==> src/rtl/adc_spi_if.sv <==
// Parallel sample bus and SPI ADC pins for adc_spi_frontend.
// The master side is the front-end. The slave side is the board/reader side.
interface adc_spi_if;
  logic       sel;
  logic [8:0] adc;
  logic       adc_ch;
  logic       adc_valid;
  logic       spi_cs_n;
  logic       spi_sclk;
  logic       spi_mosi;
  logic       spi_miso;

  modport master (
    input  sel,
    input  spi_miso,
    output adc,
    output adc_ch,
    output adc_valid,
    output spi_cs_n,
    output spi_sclk,
    output spi_mosi
  );

  modport slave (
    output sel,
    output spi_miso,
    input  adc,
    input  adc_ch,
    input  adc_valid,
    input  spi_cs_n,
    input  spi_sclk,
    input  spi_mosi
  );
endinterface

==> src/rtl/adc_spi_frontend.sv <==
// MCP3002-style SPI ADC front-end.
// The block runs back-to-back 16-bit frames on the channel chosen by `sel`.
// It publishes the upper 9 bits of each 10-bit conversion on a registered
// sample bus, with a one-cycle valid pulse.
module adc_spi_frontend #(
  parameter int CLK_DIV  = 25,
  parameter int CONV_GAP = 64
) (
  input  logic         clk,
  input  logic         rst,
  adc_spi_if.master    io
);

  localparam int DATA_W = 9;
  localparam int GW     = $clog2(CONV_GAP + 1);
  localparam int DW     = $clog2(CLK_DIV + 1);

  localparam logic [GW-1:0]     GAP_LAST  = GW'(CONV_GAP - 1);
  localparam logic [DW-1:0]     DIV_LAST  = DW'(CLK_DIV - 1);
  localparam logic [DATA_W-1:0] ADC_RESET = 9'd240;

  typedef enum logic [1:0] {
    IDLE  = 2'd0,
    SHIFT = 2'd1,
    DONE  = 2'd2
  } state_t;

  state_t            state_q, state_d;
  logic [GW-1:0]     gap_q, gap_d;
  logic [DW-1:0]     div_q, div_d;
  logic [3:0]        idx_q, idx_d;
  logic              hi_q, hi_d;
  logic              ch_q, ch_d;
  logic [9:0]        shift_q, shift_d;
  logic              cs_n_q, cs_n_d;
  logic              sclk_q, sclk_d;
  logic              mosi_q, mosi_d;
  logic [DATA_W-1:0] adc_q, adc_d;
  logic              adc_ch_q, adc_ch_d;
  logic              valid_q, valid_d;

  // Command word sent MSB-first: start, single-ended, channel, MSBF, then zeros.
  function automatic logic cmd_bit(input logic [3:0] idx, input logic ch);
    case (idx)
      4'd0:    cmd_bit = 1'b1;
      4'd1:    cmd_bit = 1'b1;
      4'd2:    cmd_bit = ch;
      4'd3:    cmd_bit = 1'b1;
      default: cmd_bit = 1'b0;
    endcase
  endfunction

  // Drop the conversion LSB to reduce the 10-bit result to the 9-bit sample bus.
  function automatic logic [DATA_W-1:0] trunc_sample(input logic [9:0] raw);
    trunc_sample = raw[9:1];
  endfunction

  // Next-state logic: gap timing, SCLK phase generation, MISO capture and result publish.
  always_comb begin
    state_d  = state_q;
    gap_d    = gap_q;
    div_d    = div_q;
    idx_d    = idx_q;
    hi_d     = hi_q;
    ch_d     = ch_q;
    shift_d  = shift_q;
    cs_n_d   = cs_n_q;
    sclk_d   = sclk_q;
    mosi_d   = mosi_q;
    adc_d    = adc_q;
    adc_ch_d = adc_ch_q;
    valid_d  = 1'b0;

    case (state_q)
      IDLE: begin
        cs_n_d = 1'b1;
        sclk_d = 1'b0;
        mosi_d = 1'b0;
        if (gap_q == GAP_LAST) begin
          // The channel is frozen here, so later `sel` changes wait for the next frame.
          state_d = SHIFT;
          ch_d    = io.sel;
          idx_d   = 4'd0;
          div_d   = '0;
          hi_d    = 1'b0;
          cs_n_d  = 1'b0;
          mosi_d  = cmd_bit(4'd0, io.sel);
        end else begin
          gap_d = gap_q + 1'b1;
        end
      end

      SHIFT: begin
        if (div_q == DIV_LAST) begin
          div_d = '0;
          if (!hi_q) begin
            // SCLK rises on this edge. Sample MISO only for data bits D9..D0.
            hi_d   = 1'b1;
            sclk_d = 1'b1;
            if (idx_q >= 4'd5 && idx_q <= 4'd14) begin
              shift_d = {shift_q[8:0], io.spi_miso};
            end
          end else if (idx_q == 4'd15) begin
            // The last SCLK fall and the CS rise happen together on entry to DONE.
            state_d  = DONE;
            hi_d     = 1'b0;
            sclk_d   = 1'b0;
            cs_n_d   = 1'b1;
            mosi_d   = 1'b0;
            adc_d    = trunc_sample(shift_q);
            adc_ch_d = ch_q;
            valid_d  = 1'b1;
          end else begin
            // SCLK falls, and the next command bit is presented for the new low phase.
            hi_d   = 1'b0;
            sclk_d = 1'b0;
            idx_d  = idx_q + 4'd1;
            mosi_d = cmd_bit(idx_q + 4'd1, ch_q);
          end
        end else begin
          div_d = div_q + 1'b1;
        end
      end

      DONE: begin
        state_d = IDLE;
        gap_d   = '0;
        cs_n_d  = 1'b1;
        sclk_d  = 1'b0;
        mosi_d  = 1'b0;
      end

      default: begin
        state_d = IDLE;
        gap_d   = '0;
      end
    endcase
  end

  // State and output registers. Reset aborts any frame and restores the idle bus.
  always_ff @(posedge clk or negedge rst) begin
    if (!rst) begin
      state_q  <= IDLE;
      gap_q    <= '0;
      div_q    <= '0;
      idx_q    <= 4'd0;
      hi_q     <= 1'b0;
      ch_q     <= 1'b0;
      shift_q  <= '0;
      cs_n_q   <= 1'b1;
      sclk_q   <= 1'b0;
      mosi_q   <= 1'b0;
      adc_q    <= ADC_RESET;
      adc_ch_q <= 1'b0;
      valid_q  <= 1'b0;
    end else begin
      state_q  <= state_d;
      gap_q    <= gap_d;
      div_q    <= div_d;
      idx_q    <= idx_d;
      hi_q     <= hi_d;
      ch_q     <= ch_d;
      shift_q  <= shift_d;
      cs_n_q   <= cs_n_d;
      sclk_q   <= sclk_d;
      mosi_q   <= mosi_d;
      adc_q    <= adc_d;
      adc_ch_q <= adc_ch_d;
      valid_q  <= valid_d;
    end
  end

  assign io.spi_cs_n  = cs_n_q;
  assign io.spi_sclk  = sclk_q;
  assign io.spi_mosi  = mosi_q;
  assign io.adc       = adc_q;
  assign io.adc_ch    = adc_ch_q;
  assign io.adc_valid = valid_q;

endmodule

==> src/flat_wrapper.sv <==
// flat-port wrapper written by rule: the top's interface ports become plain ports
module adc_spi_frontend_flat 
#(
  parameter int CLK_DIV  = 25,
  parameter int CONV_GAP = 64
)
  (clk, rst, io_sel, io_spi_miso, io_adc, io_adc_ch, io_adc_valid, io_spi_cs_n, io_spi_sclk, io_spi_mosi);
  adc_spi_if io_i ();
  input  logic clk;
  input  logic rst;
  input wire logic [$bits(io_i.sel)-1:0] io_sel;
  input wire logic [$bits(io_i.spi_miso)-1:0] io_spi_miso;
  output wire logic [$bits(io_i.adc)-1:0] io_adc;
  output wire logic [$bits(io_i.adc_ch)-1:0] io_adc_ch;
  output wire logic [$bits(io_i.adc_valid)-1:0] io_adc_valid;
  output wire logic [$bits(io_i.spi_cs_n)-1:0] io_spi_cs_n;
  output wire logic [$bits(io_i.spi_sclk)-1:0] io_spi_sclk;
  output wire logic [$bits(io_i.spi_mosi)-1:0] io_spi_mosi;
  assign io_i.sel = io_sel;
  assign io_i.spi_miso = io_spi_miso;
  assign io_adc = io_i.adc;
  assign io_adc_ch = io_i.adc_ch;
  assign io_adc_valid = io_i.adc_valid;
  assign io_spi_cs_n = io_i.spi_cs_n;
  assign io_spi_sclk = io_i.spi_sclk;
  assign io_spi_mosi = io_i.spi_mosi;
  adc_spi_frontend #(.CLK_DIV(CLK_DIV), .CONV_GAP(CONV_GAP)) u_core (.clk(clk), .rst(rst), .io(io_i));
endmodule
==> config.mk <==
export PLATFORM = sky130hd
export DESIGN_NAME = adc_spi_frontend_flat
export DESIGN_NICKNAME = d
export VERILOG_FILES = /design/src/rtl/adc_spi_if.sv /design/src/rtl/adc_spi_frontend.sv /design/src/flat_wrapper.sv
export SDC_FILE = /design/constraint.sdc
export NUM_CORES = 1
export LEC_CHECK = 0
export ABC_AREA = 1
export BUFFER_PORTS_ARGS = -buffer_cell sky130_fd_sc_hd__buf_2
export CAP_MARGIN = 10
export CORE_MARGIN = 2
export CORE_UTILIZATION = 54
export DETAILED_ROUTE_END_ITERATION = 8
export GPL_TIMING_DRIVEN = 0
export PLACE_DENSITY = 0.87
export SLEW_MARGIN = 25
export SYNTH_ARGS = -nofsm -noshare
export SYNTH_HDL_FRONTEND = slang
export SYNTH_SLANG_ARGS = --single-unit
==> constraint.sdc <==
create_clock -name clk -period 1.4 [get_ports clk]
set_input_delay 0.07 -clock clk [delete_from_list [all_inputs] [get_ports clk]]
set_output_delay 0.07 -clock clk [all_outputs]
set_load 0.01 [all_outputs]
## Yosys cells after proc, flatten, opt, wreduce, memory -nomap -nowiden

Index checks and enable logic that the tools add are counted.

| storage, ports and cells | value |
|---|---|
| flip-flop bits (word level) | 44 |

| operators by class | value |
|---|---|
| reductions and logical operators | 19 |
| mux-type cells | 35 |
| add/subtract/negate cells | 3 |
| $lt $le $gt $ge | 2 |
| bitwise logic cells | 2 |
| equality and inequality tests | 14 |

Operator list:

| operator | number |
|---|---|
| 4-bit two-way mux | 4 |
| 4-bit AND reduction | 4 |
| 1-bit two-way mux | 15 |
| 7-bit one-hot mux with 2 select lines | 1 |
| 5-bit two-way mux | 2 |
| 5-bit one-hot mux with 2 select lines | 1 |
| 4-bit by 2-bit == test with 1-bit output, second input constant | 2 |
| 2-bit two-way mux | 4 |
| 2-bit by 1-bit inequality test with 1-bit output, second input constant | 4 |
| 4-bit one-hot mux with 2 select lines | 1 |
| 2-bit AND reduction | 4 |
| 7-bit by 1-bit adder with 7-bit output, second input constant | 1 |
| 7-bit by 6-bit == test with 1-bit output, second input constant | 1 |
| 7-bit two-way mux | 1 |
| 1-bit one-hot mux with 2 select lines | 3 |
| 1-bit one-hot mux with 3 select lines | 2 |
| 3-bit AND reduction | 2 |
| 5-bit by 1-bit adder with 5-bit output, second input constant | 1 |
| 5-bit == test, second input constant | 1 |
| 5-bit AND reduction | 1 |
| 4-bit by 1-bit adder with 4-bit output, second input constant | 1 |
| 4-bit by 1-bit == test with 1-bit output, second input constant | 1 |
| 4-bit == test, second input constant | 1 |
| 4-bit by 3-bit greater-or-equal comparator with 1-bit output, second input constant | 1 |
| 13 further kinds | 16 |

## Depth between registers and ports, before layout

Gate-level depths: netlist (run 1).

| depth | value |
|---|---|
| depth in word-level cells | 8 |
| gate-level depth with buffers | 10 |
| depth with buffers taken out | 9 |

## Worst setup path before layout (run 1)

OpenSTA, ideal clock, no wires.

| timing path | value |
|---|---|
| kind | register to register |
| start | register u_core.state_q[1] |
| end | register u_core.shift_q[2] |
| cell stages (with the launch flop) | 10 |
| data required time | 1.282 ns |
| arrival time | 1.326 ns |
| library setup time | 0.118 ns |
| path buffers | 2 |
| path slack | -0.045 ns |
| cell sequence | dfrtp_1 inv_1 ha_1 buf_4 inv_4 nor2_4 nand4_2 buf_2 nand2_1 o21ai_2 |

| between the ends | value |
|---|---|
| cells in the longest elaborated chain, start to end | 2 |

RTL lines:

| item | RTL line | RTL |
|---|---|---|
| start: declaration | adc_spi_frontend.sv:28 | `state_t state_q, state_d;` |
| start signal: assignment | adc_spi_frontend.sv:157 | `state_q <= state_d;` |
| 2-bit by 1-bit == test with 1-bit output | adc_spi_frontend.sv:74 | `case (state_q)` |
| 4-bit AND reduction (no source line) | - |  |
| end signal: assignment | adc_spi_frontend.sv:163 | `shift_q <= shift_d;` |
| end: declaration | adc_spi_frontend.sv:34 | `logic [9:0] shift_q, shift_d;` |

Every way passes these cells.
A chain may end at the register's enable or synchronous reset.

## Final worst setup path (run 1)

| timing path | value |
|---|---|
| start | register u_core.gap_q[1] |
| end | register u_core.hi_q |

| between the ends | value |
|---|---|
| cells in the longest elaborated chain, start to end | 3 |

RTL lines:

| item | RTL line | RTL |
|---|---|---|
| start: declaration | adc_spi_frontend.sv:29 | `logic [GW-1:0] gap_q, gap_d;` |
| start signal: assignment | adc_spi_frontend.sv:158 | `gap_q <= gap_d;` |
| 7-bit by 6-bit == test with 1-bit output | adc_spi_frontend.sv:79 | `if (gap_q == GAP_LAST) begin` |
| 2-bit by 1-bit inequality test with 1-bit output (no source line) | - |  |
| 3-bit AND reduction (no source line) | - |  |
| end signal: assignment | adc_spi_frontend.sv:161 | `hi_q <= hi_d;` |
| end: declaration | adc_spi_frontend.sv:32 | `logic hi_q, hi_d;` |

Every way passes these cells.

==> results of run 1 <==
-- cell families (layout without fill, tap and decap cells) --
logic type	after synthesis	count (layout)	share of synthesized area, %
flip-flops	44	44	46.4
XOR/XNOR	3	3	1.10
buffers and inverters	44	112	9.23
AO/OA/AOI/OAI	40	40	11.5
adder cells (fa/ha/maj)	12	12	6.30
AND/OR/NAND/NOR	129	129	25.4
-- through the flow --
step,std cells,setup TNS (ps),util [%]
after detailed placement,341,-4410,59.3
final,392,-5290,80.0
after floorplan,272,-78.7,-
after global placement,341,-3210,59.3
after global routing,392,-6980,80.0
after CTS,370,-1000,69.1
-- cell type report --
cell class                      instances  area (um^2)
Inverter                               34          139
Multi-Input combinational cell        184         1410
Fill cell                             187          861
Timing Repair Buffer                   61          489
Clock inverter                          3         47.5
Buffer                                  9          101
Tap cell                               52         65.1
Sequential cell                        44         1110
Clock buffer                            5         68.8
-- layout by cell type (no fill, tap or decap), drive strengths merged --
| cell | synthesis | layout |
|---|---|---|
| nor2 | 20 | 20 |
| dfrtp | 39 | 39 |
| clkbuf | 0 | 6 |
| dlygate4sd3 | 0 | 1 |
| inv | 33 | 33 |
| xor2 | 2 | 2 |
| clkinv | 1 | 3 |
| nand3 | 20 | 20 |
| nand4 | 10 | 10 |
| o21ai | 31 | 31 |
| xnor2 | 1 | 1 |
| a21oi | 6 | 6 |
| ha | 12 | 12 |
| o31ai | 2 | 2 |
| buf | 10 | 68 |
| o21bai | 1 | 1 |
| nand2 | 77 | 77 |
| dfstp | 5 | 5 |
| or2 | 2 | 2 |
| bufinv | 0 | 1 |
-- registers in the layout, indices dropped and copies added, names as in the netlist, 2 cells and up --
register        count
u_core.div_q        5
u_core.gap_q        7
u_core.idx_q        4
u_core.io.adc       9
u_core.shift_q     10
u_core.state_q      2
-- power by group through the flow --
| stage | registers, uW | clock network (uW) | logic [uW] |
|---|---|---|---|
| 6_report | 1270 | 1070 | 34.5 |
| 2_1_floorplan | 1300 | 0 | 2.58 |
| 3_3_place_gp | 1300 | 0 | 31.2 |
| 5_1_grt | 1270 | 1110 | 40.7 |
| 3_5_place_dp | 1300 | 0 | 32.0 |
| 4_1_cts | 1270 | 1020 | 33.9 |
-- worst max-delay path by stage --
stage | cells after the start | slack, ps | to
2_1_floorplan | 9 | -10 | u_core.idx_q[3]
3_3_place_gp | 9 | -190 | u_core.idx_q[3]
3_5_place_dp | 9 | -230 | u_core.idx_q[3]
4_1_cts | 9 | -90 | u_core.shift_q[3]
5_1_grt | 8 | -300 | u_core.hi_q
6_report | 8 | -240 | u_core.hi_q
-- per-layer routing --
layer	GRT usage, %	vias to the layer above	wire length, um	share of wire (%)
li1	-	1005	-	-
met1	27.6	1164	2950	36
met2	39.0	201	3860	47
met3	4.76	81	774	9.5
met4	12.4	0	588	7.2
met5	0	-	0	0
-- worst max-delay path: cells and delay by family, from the launching register on --
kind | cells | cell delay [ps]
simple gates | 6 | 740
fa+ha+maj | 1 | 190
compound gates | 1 | 120
flops | 1 | 450
-- timing repair --
action                                 4_1_cts  5_1_grt
pin swaps                                    6       25
gates resized for setup                     45       74
gates cloned                                 3        2
hold buffers                                 1        0
buffers inserted                            17       21
setup endpoints to repair                   42       42
endpoints found under the hold margin       39        0
==> impl_metrics.csv, run 1 <==
group,metric,value,unit
worst_setup_path,worstRegToRegCells,8,
route,via_count,2451,
worst_setup_path,reg2reg_from,"u_core.gap_q[1]",
timing,fin_crit_sh,117,%
yosys,synth_flop_cell,"dfrtp_1",
cells_and_area,antenna_cells,0,
pwr,power.leakage,0.00166,uW
yosys,synth_fp_nets,288,
placement,dpl_worst_slack,-231,ps
yosys,synthesis.area,2380,um^2
worst_setup_path,path_cells,"ha_4, nand2_4, nor2_4, nand3_4, nand2_4, nand2_1, nand2_1, o21ai_1",
worst_setup_path,r2r_slack,-240,ps
worst_setup_path,crit_path_max_incr_delay,450,ps
clocking,path_clk_slew,110,ps
yosys,synthCells,272,
pwr,combPwrFrac,1.5,%
route,dr.first_iter.drc_count,308,
yosys,syn_area_per_cell,8.77,um^2
pwr,cellPowerDensity,693,nW/um^2
clocking,cts_buffers,5,
yosys,yosys-top-cells-count,"73 x nand2_1, 39 x dfrtp_1, 30 x inv_1",
floorplan,core,4290,um^2
yosys,synth-async-reset-ratio,100,%
cells_and_area,design_area,3430,um^2
pwr,p_int,1820,uW
floorplan,die_area,4960,um^2
grt,grt_pass1_vias,2080,
hold_path,min_path_cells,3,
floorplan,io_pins,18,
run_status,outcome,"finished, violations left",
hold_path,min-delay-start,"io_spi_miso",
clocking,clock_latency,330,ps
route,post-route-drc-count,0,
job,maxCapViolations,0,
yosys,synthDistinctLibCells,28,
timing,tightest_slew,543,ps
floorplan,initial_core_util,55.5,%
timing,fin_hold_ws,-20.5,ps
timing,min_period,1640,ps
grt,grt_usage,23.2,%
hold_path,min_to,"u_core.shift_q[0]",
pwr,p_total,2380,uW
timing,drv_slew,0,
worst_setup_path,endpoint_kind,"flip-flop",
yosys,ys_seq_elements,44,
yosys,synthTopCellsByArea,"dfrtp_1 41%, nand2_1 11%, o21ai_2 6.6%, ha_1 6.3%, dfstp_2 5.5%",
yosys,synth-edff-count,0,
run_status,violations,"negative hold slack, negative setup slack",
placement,place_area,2550,um^2
worst_setup_path,r2r-end,"u_core.hi_q",
grt,grt_pass1_wl,9.18,mm
route,wl_per_cell,20.8,um
worst_setup_path,crit_start,"u_core.gap_q[1]",
timing,setup_viol,43,
yosys,yosysWarnings,0,
clocking,cts.path.max_buffers,2,
pwr,sequentialPowerShare,53.5,%
grt,gr-total-overflow,0,
cells_and_area,drive_gt1_share,54.7,%
route,wl,8.17,mm
timing,final_hold_viol_count,1,
clocking,cts_num_sinks,44,
yosys,yosysSeqAreaShare,46.4,%
yosys,yosysTopAreaCell,"dfrtp_1",
pwr,ir_drop,0.000415,V
worst_setup_path,crit_type,"reg2reg",
cells_and_area,nNetsFinal,355,
timing,skew,19.8,ps
worst_setup_path,cp_max_fo,4,
clocking,cts-root-buf,"clkbuf_8",
pwr,p_sw_share,23.6,%
clocking,cts_tree,"yes",
yosys,synth_most_common_cell,"nand2_1",
worst_setup_path,cp.required,1610,ps
timing,fin_ws,-241,ps
timing,rsz0062_at_grt,"true",
floorplan,fp.dieW,70.5,um
floorplan,die_height,70.5,um
cells_and_area,areaGrowthSynthToFinish,44.0,%
placement,gp_congestion,0.893,
yosys,yosys.area.top_type_share,40.9,%
worst_setup_path,crit_slowest_cell,"dfrtp_1",
floorplan,rows,24,
placement,io_buffer_count,17,
timing,max_freq,609,MHz
worst_setup_path,cp.arrival,1850,ps
pwr,clkPwrFrac,45.0,%
route,drt-pass1-iter-count,5,
clocking,h-tree-depth,2,
timing,relSlewSlack,63.8,%
route,post_drt_via_cell_ratio,6.25,
pwr,p_switching,562,uW
grt,antenna_found_initial,0,
placement,dp_hpwl,3.00,mm
route,final_antenna_net_count,0,
worst_setup_path,cp-start-kind,"flip-flop",
hold_path,hold_path_class,"in2reg",
grt,grt_max_degree,45,
Note: power is estimated with default switching activity, not from simulation.
==> inputs of run 2 (changes only) <==
CORE_UTILIZATION = 25   (was 54)
PLACE_DENSITY = 0.52   (was 0.87)
==> run 2 against run 1 <==
The flow finishes with violations (negative setup slack). Setup slack improved by 200 ps. Maximum frequency increased by 14%. Cell count increased by 16%. Non-clock buffer count decreased by 15.
==> impl_metrics.csv, run 2 (same netlist as run 1, synthesis figures left out) <==
group,metric,value,unit
cells_and_area,drive_gt1_share,43.1,%
cells_and_area,largest_reg_flops,10,
route,drt-pass1-iter-count,4,
placement,gp_congestion,0.829,
floorplan,io_pins,18,
clocking,cts_num_sinks,44,
grt,gr-total-overflow,0,
worst_setup_path,reg2reg_from,"u_core.div_q[0]",
cells_and_area,layout_common_cells,"60 x nand2_1, 37 x dfrtp_1, 25 x buf_4",
clocking,clock_latency,300,ps
route,wl,5.00,mm
timing,fin_crit_sh,103,%
placement,dp_hpwl,3.21,mm
floorplan,initial_core_util,25.8,%
floorplan,core,9240,um^2
route,post-route-drc-count,0,
pwr,power.leakage,0.00151,uW
route,dr.first_iter.drc_count,67,
worst_setup_path,cp.arrival,1640,ps
grt,grt_usage,9.96,%
worst_setup_path,cp.required,1590,ps
timing,relSlewSlack,61.7,%
clocking,cts_buffers,5,
worst_setup_path,crit_start,"u_core.div_q[0]",
worst_setup_path,cp-endpoint,"u_core.shift_q[3]",
cells_and_area,nFillCells,974,
grt,grt_max_degree,45,
clocking,cts.path.max_buffers,2,
clocking,cts-root-buf,"clkbuf_8",
grt,grt_pass1_vias,1814,
cells_and_area,final_common_cell,"nand2_1",
pwr,cellPowerDensity,685,nW/um^2
timing,fin_tns_setup,-547,ps
floorplan,die_area,10300,um^2
pwr,ir_drop,0.000320,V
route,wl_per_cell,11.0,um
floorplan,rows,35,
clocking,h-tree-depth,2,
worst_setup_path,cp-start-kind,"flip-flop",
route,via_count,1898,
timing,tightest_slew,574,ps
placement,place_area,2640,um^2
worst_setup_path,crit_type,"reg2reg",
cells_and_area,utilization,34.3,%
placement,io_buffer_count,17,
cells_and_area,nNetsFinal,340,
worst_setup_path,endpoint_kind,"flip-flop",
timing,fin_ws,-42.7,ps
worst_setup_path,worstRegToRegCells,8,
grt,grt_pass1_wl,8.27,mm
floorplan,die_height,102,um
run_status,outcome,"finished, violations left",
job,maxCapViolations,0,
cells_and_area,antenna_cells,0,
worst_setup_path,r2r_slack,-40,ps
run_status,violations,"negative setup slack",
grt,antenna_found_initial,0,
timing,min_period,1440,ps
timing,drv_slew,0,
clocking,path_clk_slew,90,ps
hold_path,hold_path_class,"in2reg",
timing,max_freq,693,MHz
floorplan,fp.dieW,102,um
cells_and_area,regMostFlops,"u_core.shift_q",
timing,skew,4.19,ps
worst_setup_path,r2r-end,"u_core.shift_q[3]",
timing,final_hold_viol_count,0,
clocking,cts_tree,"yes",
route,final_antenna_net_count,0,
cells_and_area,areaGrowthSynthToFinish,33.1,%
timing,rsz0062_at_grt,"true",
route,post_drt_via_cell_ratio,4.18,
timing,setup_viol,21,
cells_and_area,design_area,3170,um^2
worst_setup_path,cp_max_fo,5,
[run 2: changes by cell type in the layout (fill, tap and decap cells not counted), moves of 3 or more]
cell / previous run / this run
buf_4: 36 / 25
ha_4: 8 / 3
nand2_1: 44 / 60
buf_6: 12 / 9
nand2_4: 11 / 4
o21ai_0: 1 / 8
ha_1: 3 / 7
o21ai_2: 25 / 18
nand2_2: 22 / 13
[run 2: layout make-up]
type                            instances  area (um^2)  area share (%)
Buffer                                  9          109            3.43
Clock buffer                            6         82.6            2.60
Clock inverter                          2         15.0           0.473
Inverter                               34          136            4.30
Multi-Input combinational cell        184         1220            38.4
Sequential cell                        44         1110            35.0
Tap cell                              129          161            5.09
Timing Repair Buffer                   46          340            10.7
[run 2: critical path, stage by stage (launching register included)]
cell and delay [ps]:
dfrtp_1 410, inv_2 90, ha_4 140, nand3_2 90
nor2_4 180, nand4_4 150, buf_6 180, nand2_2 60
o21ai_2 40
[run 2: worst min-delay path by stage]
stage / from / to / slack (ps) / depth (start not counted)
after global routing: io_spi_miso / u_core.shift_q[0] / 9 / 3
after CTS: io_spi_miso / u_core.shift_q[0] / 4 / 3
final: io_spi_miso / u_core.shift_q[0] / 10 / 3
after floorplan: rst / u_core.ch_q / -230 / 0
after detailed placement: rst / u_core.shift_q[5] / 310 / 1
after global placement: rst / u_core.io.adc[3] / 300 / 1
[run 2: per-layer routing]
metal  wire length, um  vias to the layer above  share of wire, %  GRT usage, %
met5                 0                        -                 0             0
met4                45                        0              0.90          2.49
met3               110                        4               2.2          1.45
met2              2520                       19                50          17.8
met1              2330                      901                46          12.5
li1                  -                      974                 -             -
[run 2: repair_timing]
item / in CTS / in global routing
resized for setup: 41 / 22
setup endpoints to repair: 42 / 41
pin swaps: 6 / 21
endpoints found under the hold margin: 39 / 0
cloned: 3 / 1
hold buffers: 1 / 0
setup buffers: 18 / 6
[run 2: through the flow]
step           setup WS, ps  power, uW  instances  hold WS, ps
2_1_floorplan         -11.4       1300        272         -226
3_3_place_gp           -234       1330        418          299
3_5_place_dp           -229       1330        418          311
4_1_cts               -97.6       2210        448         3.56
5_1_grt                -117       2250        454         8.55
6_report              -42.7       2170        454         9.59
[run 2: report_power, final]
part | internal (uW) | total, uW | switching (uW)
sequential | 1270 | 1270 | 0.960
combinational | 6.46 | 34.2 | 27.8
clock | 400 | 865 | 465
total | 1680 | 2170 | 494
